===== src/rtl/config_pkg.sv =====
// Global frontend configuration plus width helpers shared by IFU, the fetch queue and decode.
package config_pkg;

    typedef struct packed {
        int unsigned IFU_FQ_DEPTH;
        int unsigned INSTR_PER_FETCH;
        int unsigned ILEN;
        int unsigned VLEN;
        bit          IFU_FETCHQ_BYPASS_EN;
    } cfg_t;

    localparam cfg_t EmptyCfg = '{
        IFU_FQ_DEPTH:         4,
        INSTR_PER_FETCH:      4,
        ILEN:                 32,
        VLEN:                 32,
        IFU_FETCHQ_BYPASS_EN: 1'b0
    };

    // A depth of 1 would give a zero-width pointer; keep at least one bit.
    function automatic int unsigned IFU_FQ_PTR_W(input cfg_t c);
        return (c.IFU_FQ_DEPTH > 1) ? $clog2(c.IFU_FQ_DEPTH) : 1;
    endfunction

    function automatic int unsigned IFU_FQ_CNT_W(input cfg_t c);
        return $clog2(c.IFU_FQ_DEPTH + 1);
    endfunction

endpackage


===== src/rtl/ifu_fq_mem.sv =====
// Fetch-queue storage: one write port, one asynchronous read port, no reset.
module ifu_fq_mem #(
    parameter int unsigned DEPTH = 4,
    parameter int unsigned W     = 8,
    parameter int unsigned PTR_W = 2
) (
    input  logic             clk_i,
    input  logic             we_i,
    input  logic [PTR_W-1:0] waddr_i,
    input  logic [W-1:0]     wdata_i,
    input  logic [PTR_W-1:0] raddr_i,
    output logic [W-1:0]     rdata_o
);

    logic [W-1:0] mem_q [DEPTH];

    always_ff @(posedge clk_i) begin
        if (we_i) mem_q[waddr_i] <= wdata_i;
    end

    assign rdata_o = mem_q[raddr_i];

endmodule


===== src/rtl/ifu_fetch_queue.sv =====
// Fetch-group queue between ICache response and decode, with optional empty-queue bypass
// and single-cycle flush on redirect.
module ifu_fetch_queue
    import config_pkg::*;
#(
    parameter cfg_t Cfg = EmptyCfg,
    localparam int unsigned IPF   = Cfg.INSTR_PER_FETCH,
    localparam int unsigned ILEN  = Cfg.ILEN,
    localparam int unsigned VLEN  = Cfg.VLEN,
    localparam int unsigned CNT_W = IFU_FQ_CNT_W(Cfg)
) (
    input  logic                clk_i,
    input  logic                rst_ni,
    input  logic                flush_i,
    input  logic                enq_valid_i,
    output logic                enq_ready_o,
    input  logic [VLEN-1:0]     enq_pc_i,
    input  logic [IPF*ILEN-1:0] enq_instr_i,
    input  logic [IPF-1:0]      enq_slot_valid_i,
    input  logic                enq_pred_taken_i,
    input  logic [VLEN-1:0]     enq_pred_target_i,
    output logic                deq_valid_o,
    input  logic                deq_ready_i,
    output logic [VLEN-1:0]     deq_pc_o,
    output logic [IPF*ILEN-1:0] deq_instr_o,
    output logic [IPF-1:0]      deq_slot_valid_o,
    output logic                deq_pred_taken_o,
    output logic [VLEN-1:0]     deq_pred_target_o,
    output logic [CNT_W-1:0]    count_o
);

    localparam int unsigned DEPTH  = Cfg.IFU_FQ_DEPTH;
    localparam int unsigned PTR_W  = IFU_FQ_PTR_W(Cfg);
    localparam bit          BYPASS = Cfg.IFU_FETCHQ_BYPASS_EN;

    typedef struct packed {
        logic [VLEN-1:0]     pc;
        logic [IPF*ILEN-1:0] instr;
        logic [IPF-1:0]      slot_valid;
        logic                pred_taken;
        logic [VLEN-1:0]     pred_target;
    } grp_t;

    function automatic logic [PTR_W-1:0] ptr_inc(input logic [PTR_W-1:0] p);
        return (p == PTR_W'(DEPTH - 1)) ? '0 : p + 1'b1;
    endfunction

    logic [PTR_W-1:0] head_q, tail_q;
    logic [CNT_W-1:0] count_q;
    logic             full, empty, active;
    logic             bypass, enq_fire, deq_fire, push, pop;
    grp_t             enq_grp, rd_grp, deq_grp;

    assign enq_grp = '{
        pc:          enq_pc_i,
        instr:       enq_instr_i,
        slot_valid:  enq_slot_valid_i,
        pred_taken:  enq_pred_taken_i,
        pred_target: enq_pred_target_i
    };

    assign full   = (count_q == CNT_W'(DEPTH));
    assign empty  = (count_q == '0);
    assign active = rst_ni && !flush_i;

    // Ready looks only at registered full, never at deq_ready_i.
    assign enq_ready_o = active && !full;
    assign bypass      = BYPASS && active && empty && enq_valid_i;
    assign deq_valid_o = active && (!empty || bypass);

    assign enq_fire = enq_valid_i && enq_ready_o;
    assign deq_fire = deq_valid_o && deq_ready_i;
    // A bypassed group that decode takes the same cycle never touches storage.
    assign push     = enq_fire && !(bypass && deq_ready_i);
    assign pop      = deq_fire && !empty;

    always_ff @(posedge clk_i) begin
        if (!rst_ni || flush_i) begin
            head_q  <= '0;
            tail_q  <= '0;
            count_q <= '0;
        end else begin
            if (push) tail_q <= ptr_inc(tail_q);
            if (pop)  head_q <= ptr_inc(head_q);
            case ({push, pop})
                2'b10:   count_q <= count_q + 1'b1;
                2'b01:   count_q <= count_q - 1'b1;
                default: count_q <= count_q;
            endcase
        end
    end

    ifu_fq_mem #(
        .DEPTH (DEPTH),
        .W     ($bits(grp_t)),
        .PTR_W (PTR_W)
    ) u_mem (
        .clk_i   (clk_i),
        .we_i    (push),
        .waddr_i (tail_q),
        .wdata_i (enq_grp),
        .raddr_i (head_q),
        .rdata_o (rd_grp)
    );

    always_comb begin
        deq_grp = '0;
        if (deq_valid_o) deq_grp = empty ? enq_grp : rd_grp;
    end

    assign deq_pc_o          = deq_grp.pc;
    assign deq_instr_o       = deq_grp.instr;
    assign deq_slot_valid_o  = deq_grp.slot_valid;
    assign deq_pred_taken_o  = deq_grp.pred_taken;
    assign deq_pred_target_o = deq_grp.pred_target;
    assign count_o           = count_q;

endmodule

===== config.mk =====
export PLATFORM = sky130hd
export DESIGN_NAME = ifu_fetch_queue
export DESIGN_NICKNAME = d
export VERILOG_FILES = /design/src/rtl/config_pkg.sv /design/src/rtl/ifu_fq_mem.sv /design/src/rtl/ifu_fetch_queue.sv
export SDC_FILE = /design/constraint.sdc
export NUM_CORES = 1
export LEC_CHECK = 0
export BUFFER_PORTS_ARGS = -buffer_cell sky130_fd_sc_hd__buf_4
export CORE_UTILIZATION = 35
export CTS_CLUSTER_SIZE = 20
export DETAILED_ROUTE_END_ITERATION = 16
export PLACE_DENSITY_LB_ADDON = 0.08
export REMOVE_ABC_BUFFERS = 1
export SETUP_SLACK_MARGIN = 0.1
export SKIP_CTS_REPAIR_TIMING = 1
export SLEW_MARGIN = 20
export SYNTH_ARGS = -nofsm -noshare
export SYNTH_HDL_FRONTEND = slang
export SYNTH_HIERARCHICAL = 1
export SYNTH_SLANG_ARGS = --single-unit

===== constraint.sdc =====
create_clock -name clk_i -period 27.5 [get_ports clk_i]
set_input_delay 1.375 -clock clk_i [delete_from_list [all_inputs] [get_ports clk_i]]
set_output_delay 1.375 -clock clk_i [all_outputs]
set_load 0.05 [all_outputs]

# --- Word level (Yosys, flattened, before mapping) ---
# Memory sizes are Yosys's and may differ from the RTL's. A register that Yosys moved wholly into a read port is not among the register bits.
# Index checks and enable logic that the tools add are counted.
totals:
  register_bits: 7
  ram_bits: 788
  input_bits: 202
  output_inout_bits: 202
  wordCells: 35
  n_memories: 1
classes:
  add_sub_neg: 4
  n_eq_ne: 5
  muxes: 9
  n_reduce_logical: 13
memory_table:
  columns: ["name", "words", "width", "rd", "rd_ports_with_merged_regs", "write_ports", "line_no", "source"]
  rows:
  - ["u_mem.mem_q", 4, 197, 1, 1, 1, "ifu_fq_mem.sv:15", "logic [W-1:0] mem_q [DEPTH];"]
ops:
  columns: ["op", "count"]
  rows:
  - ["197-bit two-way mux", 2]
  - ["2-bit two-way mux", 4]
  - ["2-bit equality test (second input constant)", 3]
  - ["1-bit logical AND", 6]
  - ["3-bit case mux with 2 select lines", 1]
  - ["2-bit by 1-bit adder with 2-bit output (second input constant)", 2]
  - ["1-bit logical NOT", 4]
  - ["3-bit by 1-bit adder with 3-bit output (second input constant)", 1]
  - ["3-bit equality test (second input constant)", 1]
  - ["3-bit logical NOT", 1]
  - ["3-bit by 1-bit subtractor with 3-bit output (second input constant)", 1]
  - ["2-bit by 1-bit equality test with 1-bit output (second input constant)", 1]
  - ["1-bit two-way mux", 2]
  - ["2-bit nonzero test", 1]
  - ["1-bit logical OR", 1]

# --- Depth between registers and ports, before layout ---
# Gate-level depths: netlist of the first run.
logic_depth:
  depth_word: 7
  mapped_depth: 9
  mapped_depth_nobuf: 8

# --- Hierarchy ---
# Netlist of the first run, hierarchy kept.
modules_own_cells:
  columns: ["mod", "instances", "cells_per_inst", "area_each_um2", "seq_area_each_um2"]
  rows:
  - ["ifu_fq_mem", 1, 1033, 28442.3, 23662.7]
  - ["ifu_fetch_queue", 1, 287, 1976.9, 140.1]

# --- Worst setup path before layout of the first run ---
# Ideal clock, no wire load.
synth_path:
  path_kind: "input to register"
  start: "input port flush_i"
  end: "memory u_mem/mem_q[0][0] (netlist bit) (enable)"
  setup_ps: 1034
  t_arrival_ps: 16172
  required_ps: 26466
  setup_slack_ps: 10294
  path_stages: 5
  n_path_buf: 1
  path_cell_list: "and2b_1 -> buf_2 -> nand3_1 -> inv_1 -> nor3b_1"
synth_via:
  elab_chain_cells: 6
synth_lines:
  columns: ["element", "line_no", "source"]
  rows:
  - ["start: declaration", "ifu_fetch_queue.sv:14", "input logic flush_i,"]
  - ["1-bit logical NOT", "ifu_fetch_queue.sv:64", "assign active = rst_ni && !flush_i;"]
  - ["1-bit logical AND", "ifu_fetch_queue.sv:64", null]
  - ["1-bit logical AND", "ifu_fetch_queue.sv:67", "assign enq_ready_o = active && !full;"]
  - ["1-bit logical AND", "ifu_fetch_queue.sv:71", "assign enq_fire = enq_valid_i && enq_ready_o;"]
  - ["net enq_fire", "ifu_fetch_queue.sv:51", "logic bypass, enq_fire, deq_fire, push, pop;"]
  - ["1-bit two-way mux", "ifu_fq_mem.sv:18", "if (we_i) mem_q[waddr_i] <= wdata_i;"]
  - ["1-bit two-way mux (implied by the code)", "ifu_fq_mem.sv:18", null]
  - ["end: declaration", "ifu_fq_mem.sv:15", null]
# The timed path passes the listed nets, and every way through them passes these cells.

==> run_results.csv, run 1 <==
group,metric,value,unit
synthesis,netlist.area_leader.share,77.8,%
setup_path,critical_path.slowest_cell,"buf_4",
sta,rsz0062_at_grt,"no",
setup_path,worstReg2RegEnd,"u_mem/mem_q[2][131]",
global_routing,antenna_found_initial,8,
synthesis,synth_cell_type_count,28,
synthesis,yosys_most_used_dff,"edfxtp_1",
clocking,clk_pin_slew,0.06,ns
detailed_routing,drt_drc_violations_left,0,
die,rows,107,
synthesis,synth_most_common_cell,"edfxtp_1",
setup_path,required,26.12,ns
sta,slew_headroom,32.7,%
outcome,status,"finished clean",
power,irDropWorstVdd,0.0508,mV
global_routing,grt_max_degree,136,
die,io-pin-count,404,
detailed_routing,antenna_left,0,
synthesis,yosys.area_share.adder,0.189,%
setup_path,crit_path_end_kind,"output pin",
global_routing,grt_overflow,0,
sta,tightest_slew,1.01,ns
sta,hold_violations,0,
sta,setup_violations,0,
detailed_routing,detail_route.wl_per_cell,24.0,µm
sta,skew,0.0198,ns
clocking,numCtsBuffers,86,
synthesis,synth_compound_area_share,0.0823,%
sta,fmax,0.177,GHz
place,gp_congestion,0.705,
place,port_buffers,403,
synthesis,postSynthCellCount,1320,
worst_hold_path,hold_end,"tail_q[1]",
die,die_w,297,µm
synthesis,synth_top_family_by_area,"multiplexers",
detailed_routing,avgViaCountPerCell,4.94,
setup_path,reg2reg_from,"count_o[0]",
synthesis,synth_xor_area_share,0.0576,%
die,initial_core_util,35.5,%
synthesis,synth_area_per_cell,23.0,µm²
setup_path,critical_path_buf_inv_count,4,
clocking,cts_tree,"built",
cells_and_area,drive_above_1_share,41.1,%
detailed_routing,vias,14600,
setup_path,start_kind,"register",
synthesis,synthArstFlopShare,0,%
setup_path,reg2reg_slack,23.70,ns
clocking,cts_max_level,3,
sta,final-max-slew-violation-count,0,
setup_path,crit_fanout,41,
place,place_hpwl,40.2,mm
setup_path,crit_chain,"buf_12 -> buf_4 -> buf_4 -> mux4_2 -> and3_1 -> buf_4",
synthesis,ys_warn_count,6,
detailed_routing,wirelength,70.9,mm
worst_hold_path,holdCritStartpoint,"tail_q[1]",
clocking,clock-sinks,795,
power,leakagePower,0.0130,µW
die,core-area,85700,µm²
power,power_density,68.7,nW/µm²
setup_path,cp_common_cell,"buf_4",
synthesis,synth_common_cells,"edfxtp_1 (788), and3_1 (198), mux4_2 (197), buf_2 (38), buf_6 (37)",
setup_path,critPathMaxStageDelay,0.79,ns
setup_path,arrival,4.28,ns
cells_and_area,final_cell_area,37300,µm²
cells_and_area,nets,1951,
setup_path,cpLargestDelayFamily,"buffers and inverters",
synthesis,ys_ff_latch,795,
cells_and_area,area_growth,22.5,%
synthesis,seq_area_frac_synth,78.2,%
run,maxCapViolations,0,
sta,period_share,20.6,%
synthesis,synth-edff-count,788,
detailed_routing,drtIter0Drc,749,
cells_and_area,fillers,7546,
worst_hold_path,whs_path_depth,2,
synthesis,syn_area,30400,µm²
global_routing,grt.total_usage,15.9,%
clocking,cts-root-buf,"clkbuf_16",
setup_path,rr_worst_depth,6,
synthesis,synthMuxAreaShare,14.7,%
global_routing,grt_pass1_wl,104,mm
clocking,clockBufferDepth,3,
global_routing,grt_pass1_vias,15700,
die,die_area,88100,µm²
worst_hold_path,hp-class,"register to register",
clocking,insertion_delay,0.63,ns
synthesis,synthTopCellsByArea,"edfxtp_1 (78%), mux4_2 (15%), and3_1 (4.1%)",
sta,finalCriticalPeriod,5.65,ns
sta,fin_tns_setup,0,ns
die,die_h,297,µm
place,placed_area,34400,µm²
setup_path,worstSetupPathType,"register to output pin",
synthesis,synth_top_area_cell,"edfxtp_1",
detailed_routing,drt_first_pass_iters,4,
synthesis,yosys.area_share.simple,4.55,%
## power by group
| group | internal, µW | switching (µW) |
|---|---|---|
| Sequential | 1350 | 2.90 |
| Combinational | 32.4 | 42.1 |
| Clock | 673 | 464 |
| Total | 2050 | 509 |
## how the worst max path moves through the flow
stage               startpoint                end  slack [ns]  depth (start not counted)
floorplan              flush_i  u_mem/mem_q[0][0]        7.86                          4
global placement     head_q[0]    deq_instr_o[83]       21.75                          6
global route         head_q[0]    deq_instr_o[83]       21.44                          6
finish               head_q[0]    deq_instr_o[83]       21.85                          6
CTS                  head_q[0]    deq_instr_o[83]       21.08                          6
detailed placement   head_q[0]    deq_instr_o[83]       21.78                          6
## final cells by class
class	count	area, µm²	share of cell area [%]
sequential	795	23800	63.9
multi-input combinational	432	5960	16.0
timing repair buffer	425	3250	8.73
clock buffer	111	2290	6.14
tap	1144	1430	3.84
clock inverter	45	499	1.34
inverter	5	18.8	0.0504
antenna	4	10.0	0.0269
## state kept, by name, indices dropped and copies added (netlist names)
name	count
u_mem/mem_q	788
count_o	3
head_q	2
tail_q	2
## per-stage QoR
step | utilization [%] | total power (µW) | hold WS [ns] | setup slack [ns] | cells
after detailed placement | 40.2 | 1450 | 0.538 | 21.78 | 2800
final | 43.5 | 2560 | 0.546 | 21.85 | 2961
after global routing | 43.5 | 2640 | 0.588 | 21.44 | 2959
after floorplan | - | 1410 | 0.480 | 7.86 | 1232
after CTS | 43.5 | 2600 | 0.547 | 21.08 | 2956
after global placement | 40.2 | 1450 | 0.520 | 21.75 | 2800
## layout by cell type (no fill, tap or decap), drive strengths merged
| master | instances |
|---|---|
| edfxtp | 788 |
| xor2 | 2 |
| o21ai | 3 |
| nor3b | 1 |
| a21oi | 2 |
| and2 | 3 |
| mux2i | 2 |
| bufinv | 9 |
| or3 | 2 |
| diode | 4 |
| nand2 | 4 |
| and2b | 1 |
| inv | 8 |
| clkbuf | 111 |
| clkinv | 31 |
| clkinvlp | 2 |
| nand3 | 3 |
| or3b | 1 |
| fa | 1 |
| and3b | 3 |
| buf | 425 |
| ha | 3 |
| mux4 | 197 |
| nor2 | 4 |
| dfxtp | 7 |
| or2 | 1 |
| nand2b | 1 |
| and3 | 198 |
## kinds of logic (layout without fill, tap and decap cells)
group           Yosys count  count (layout)
flops                   795             795
simple gates            222             222
mux                     199             199
buf+inv                  93             586
compound gates            5               5
fa+ha+maj                 4               4
xor+xnor                  2               2
other cells               0               4
## per-layer routing
layer,GRT usage [%],part of all wire [%],vias up
met5,0,0.11,-
met4,4.72,2.1,12
met3,4.20,5.7,109
met2,27.0,51,359
met1,19.9,41,7719
li1,-,-,6434
## worst register-to-register path, delay by kind of cell, from the launching register on
family | cells | cell delay [ns]
DFF | 1 | 0.45
buffers and inverters | 3 | 1.83
and+or+nand+nor | 3 | 1.05
No activity file was read; power rests on OpenSTA's default activity.
==> run 2: changes to the inputs <==
==> constraint.sdc (replaced) <==
create_clock -name clk_i -period 4.57 [get_ports clk_i]
set_input_delay 0.2285 -clock clk_i [delete_from_list [all_inputs] [get_ports clk_i]]
set_output_delay 0.2285 -clock clk_i [all_outputs]
set_load 0.05 [all_outputs]
==> run_results.csv, run 2 (synthesis results as in run 1) <==
group,metric,value,unit
sta,final-max-slew-violation-count,0,
detailed_routing,drt_first_pass_iters,5,
sta,whs,0.0610,ns
cells_and_area,top_register,"u_mem/mem_q",
place,place_hpwl,42.7,mm
cells_and_area,finalNonFillerCells,3173,
global_routing,grt_pass1_wl,107,mm
sta,rsz0062_at_grt,"no",
die,initial_core_util,35.5,%
detailed_routing,wirelength,72.1,mm
detailed_routing,vias,15400,
worst_hold_path,hp-class,"primary input to register",
sta,skew,0.0190,ns
setup_path,required,4.34,ns
sta,fmax,0.315,GHz
run,maxCapViolations,0,
cells_and_area,mostFrequentLayoutCells,"edfxtp_1 (788), buf_4 (425), dlygate4sd3_1 (199), and3_1 (197), mux4_2 (197)",
place,gp_congestion,0.706,
cells_and_area,largest_register_ffs,788,
setup_path,crit_fanout,40,
setup_path,crit_path_end_kind,"output pin",
power,leakagePower,0.0139,µW
global_routing,grt_pass1_vias,15800,
sta,finalCriticalPeriod,3.18,ns
power,irDropWorstVdd,0.314,mV
clocking,insertion_delay,0.62,ns
cells_and_area,fillers,7371,
power,p_total,15200,µW
sta,period_share,69.6,%
clocking,clk_pin_slew,0.06,ns
global_routing,grt.total_usage,16.3,%
clocking,cts_tree,"built",
die,die_area,88100,µm²
die,die_h,297,µm
sta,tightest_slew,1.06,ns
detailed_routing,avgViaCountPerCell,4.85,
clocking,clock-sinks,795,
detailed_routing,drt_drc_violations_left,0,
die,rows,107,
setup_path,worstSetupPathType,"register to output pin",
place,placed_area,34700,µm²
clocking,numCtsBuffers,86,
global_routing,antenna_found_initial,8,
cells_and_area,area_growth,29.5,%
clocking,clockBufferDepth,3,
global_routing,grt_overflow,0,
detailed_routing,drtIter0Drc,816,
sta,hold_violations,0,
outcome,status,"finished clean",
cells_and_area,multi_input_comb_area,5960,µm²
setup_path,arrival,2.95,ns
detailed_routing,detail_route.wl_per_cell,22.7,µm
die,io-pin-count,404,
place,port_buffers,403,
cells_and_area,final_cell_area,39400,µm²
clocking,cts_max_level,3,
global_routing,grt_max_degree,110,
detailed_routing,antenna_left,0,
cells_and_area,ff_latch_area,23800,µm²
setup_path,start_kind,"register",
power,power_density,387,nW/µm²
die,die_w,297,µm
sta,slew_headroom,29.0,%
place,dp.cells,2817,
cells_and_area,drive_above_1_share,37.5,%
clocking,cts-root-buf,"clkbuf_16",
die,core-area,85700,µm²
cells_and_area,nets,2166,
sta,setup_violations,0,
cells_and_area,layout_commonest_cell,"edfxtp_1",
run 2: cell types whose count changed in the layout (fill, tap and decap cells not counted), sizes merged:
cell,delta
diode,-2
clkinv,+12
clkinvlp,-1
inv,-1
clkbuf,-6
bufinv,-5
dlygate4sd3,+199
buf,+16
run 2: per-stage QoR:
| step | setup slack [ns] | utilization, % | TNS [ns] |
|---|---|---|---|
| 2_1_floorplan | -13.92 | - | -5949.06 |
| 3_3_place_gp | 1.52 | 40.5 | 0 |
| 3_5_place_dp | 1.41 | 40.5 | 0 |
| 4_1_cts | 1.22 | 43.6 | 0 |
| 5_1_grt | 1.14 | 46.0 | 0 |
| 6_report | 1.39 | 46.0 | 0 |
run 2: power by group:
part / switching, µW / leakage (µW) / internal (µW) / total [µW]
combinational: 296 / 0.00544 / 309 / 604
sequential: 17.8 / 0.00718 / 8100 / 8120
clock: 2770 / 0.00129 / 3750 / 6530
run 2: per-layer routing:
metal / GRT usage, % / up-vias / part of all wire (%)
li1: - / 6874 / -
met1: 21.5 / 8000 / 43
met2: 26.8 / 410 / 50
met3: 3.81 / 104 / 4.6
met4: 4.81 / 10 / 2.1
met5: 0 / - / 0.087
run 2: critical path: stages, from the launching register on:
cell	delay [ns]
dfxtp_4	0.87
buf_12	0.40
mux4_2	0.62
and3_1	0.18
buf_4	0.19
run 2: cell type report:
class                      count  area share [%]
timing repair buffer         640            14.0
inverter                       5          0.0477
multi-input combinational    432            15.1
antenna                        2          0.0127
tap                         1144            3.63
clock inverter                50           0.988
sequential                   795            60.5
clock buffer                 105            5.75
run 2: worst paths after layout:
path | start | to | slack, ns | depth (start not counted)
hold / removal | enq_valid_i | tail_q[1] | 0.06 | 3
setup / recovery | head_q[0] | deq_pc_o[18] | 1.39 | 4
setup reg to reg | count_o[0] | u_mem/mem_q[2][45] | 1.95 | 5
hold reg to reg | count_o[2] | count_o[2] | 0.53 | 2
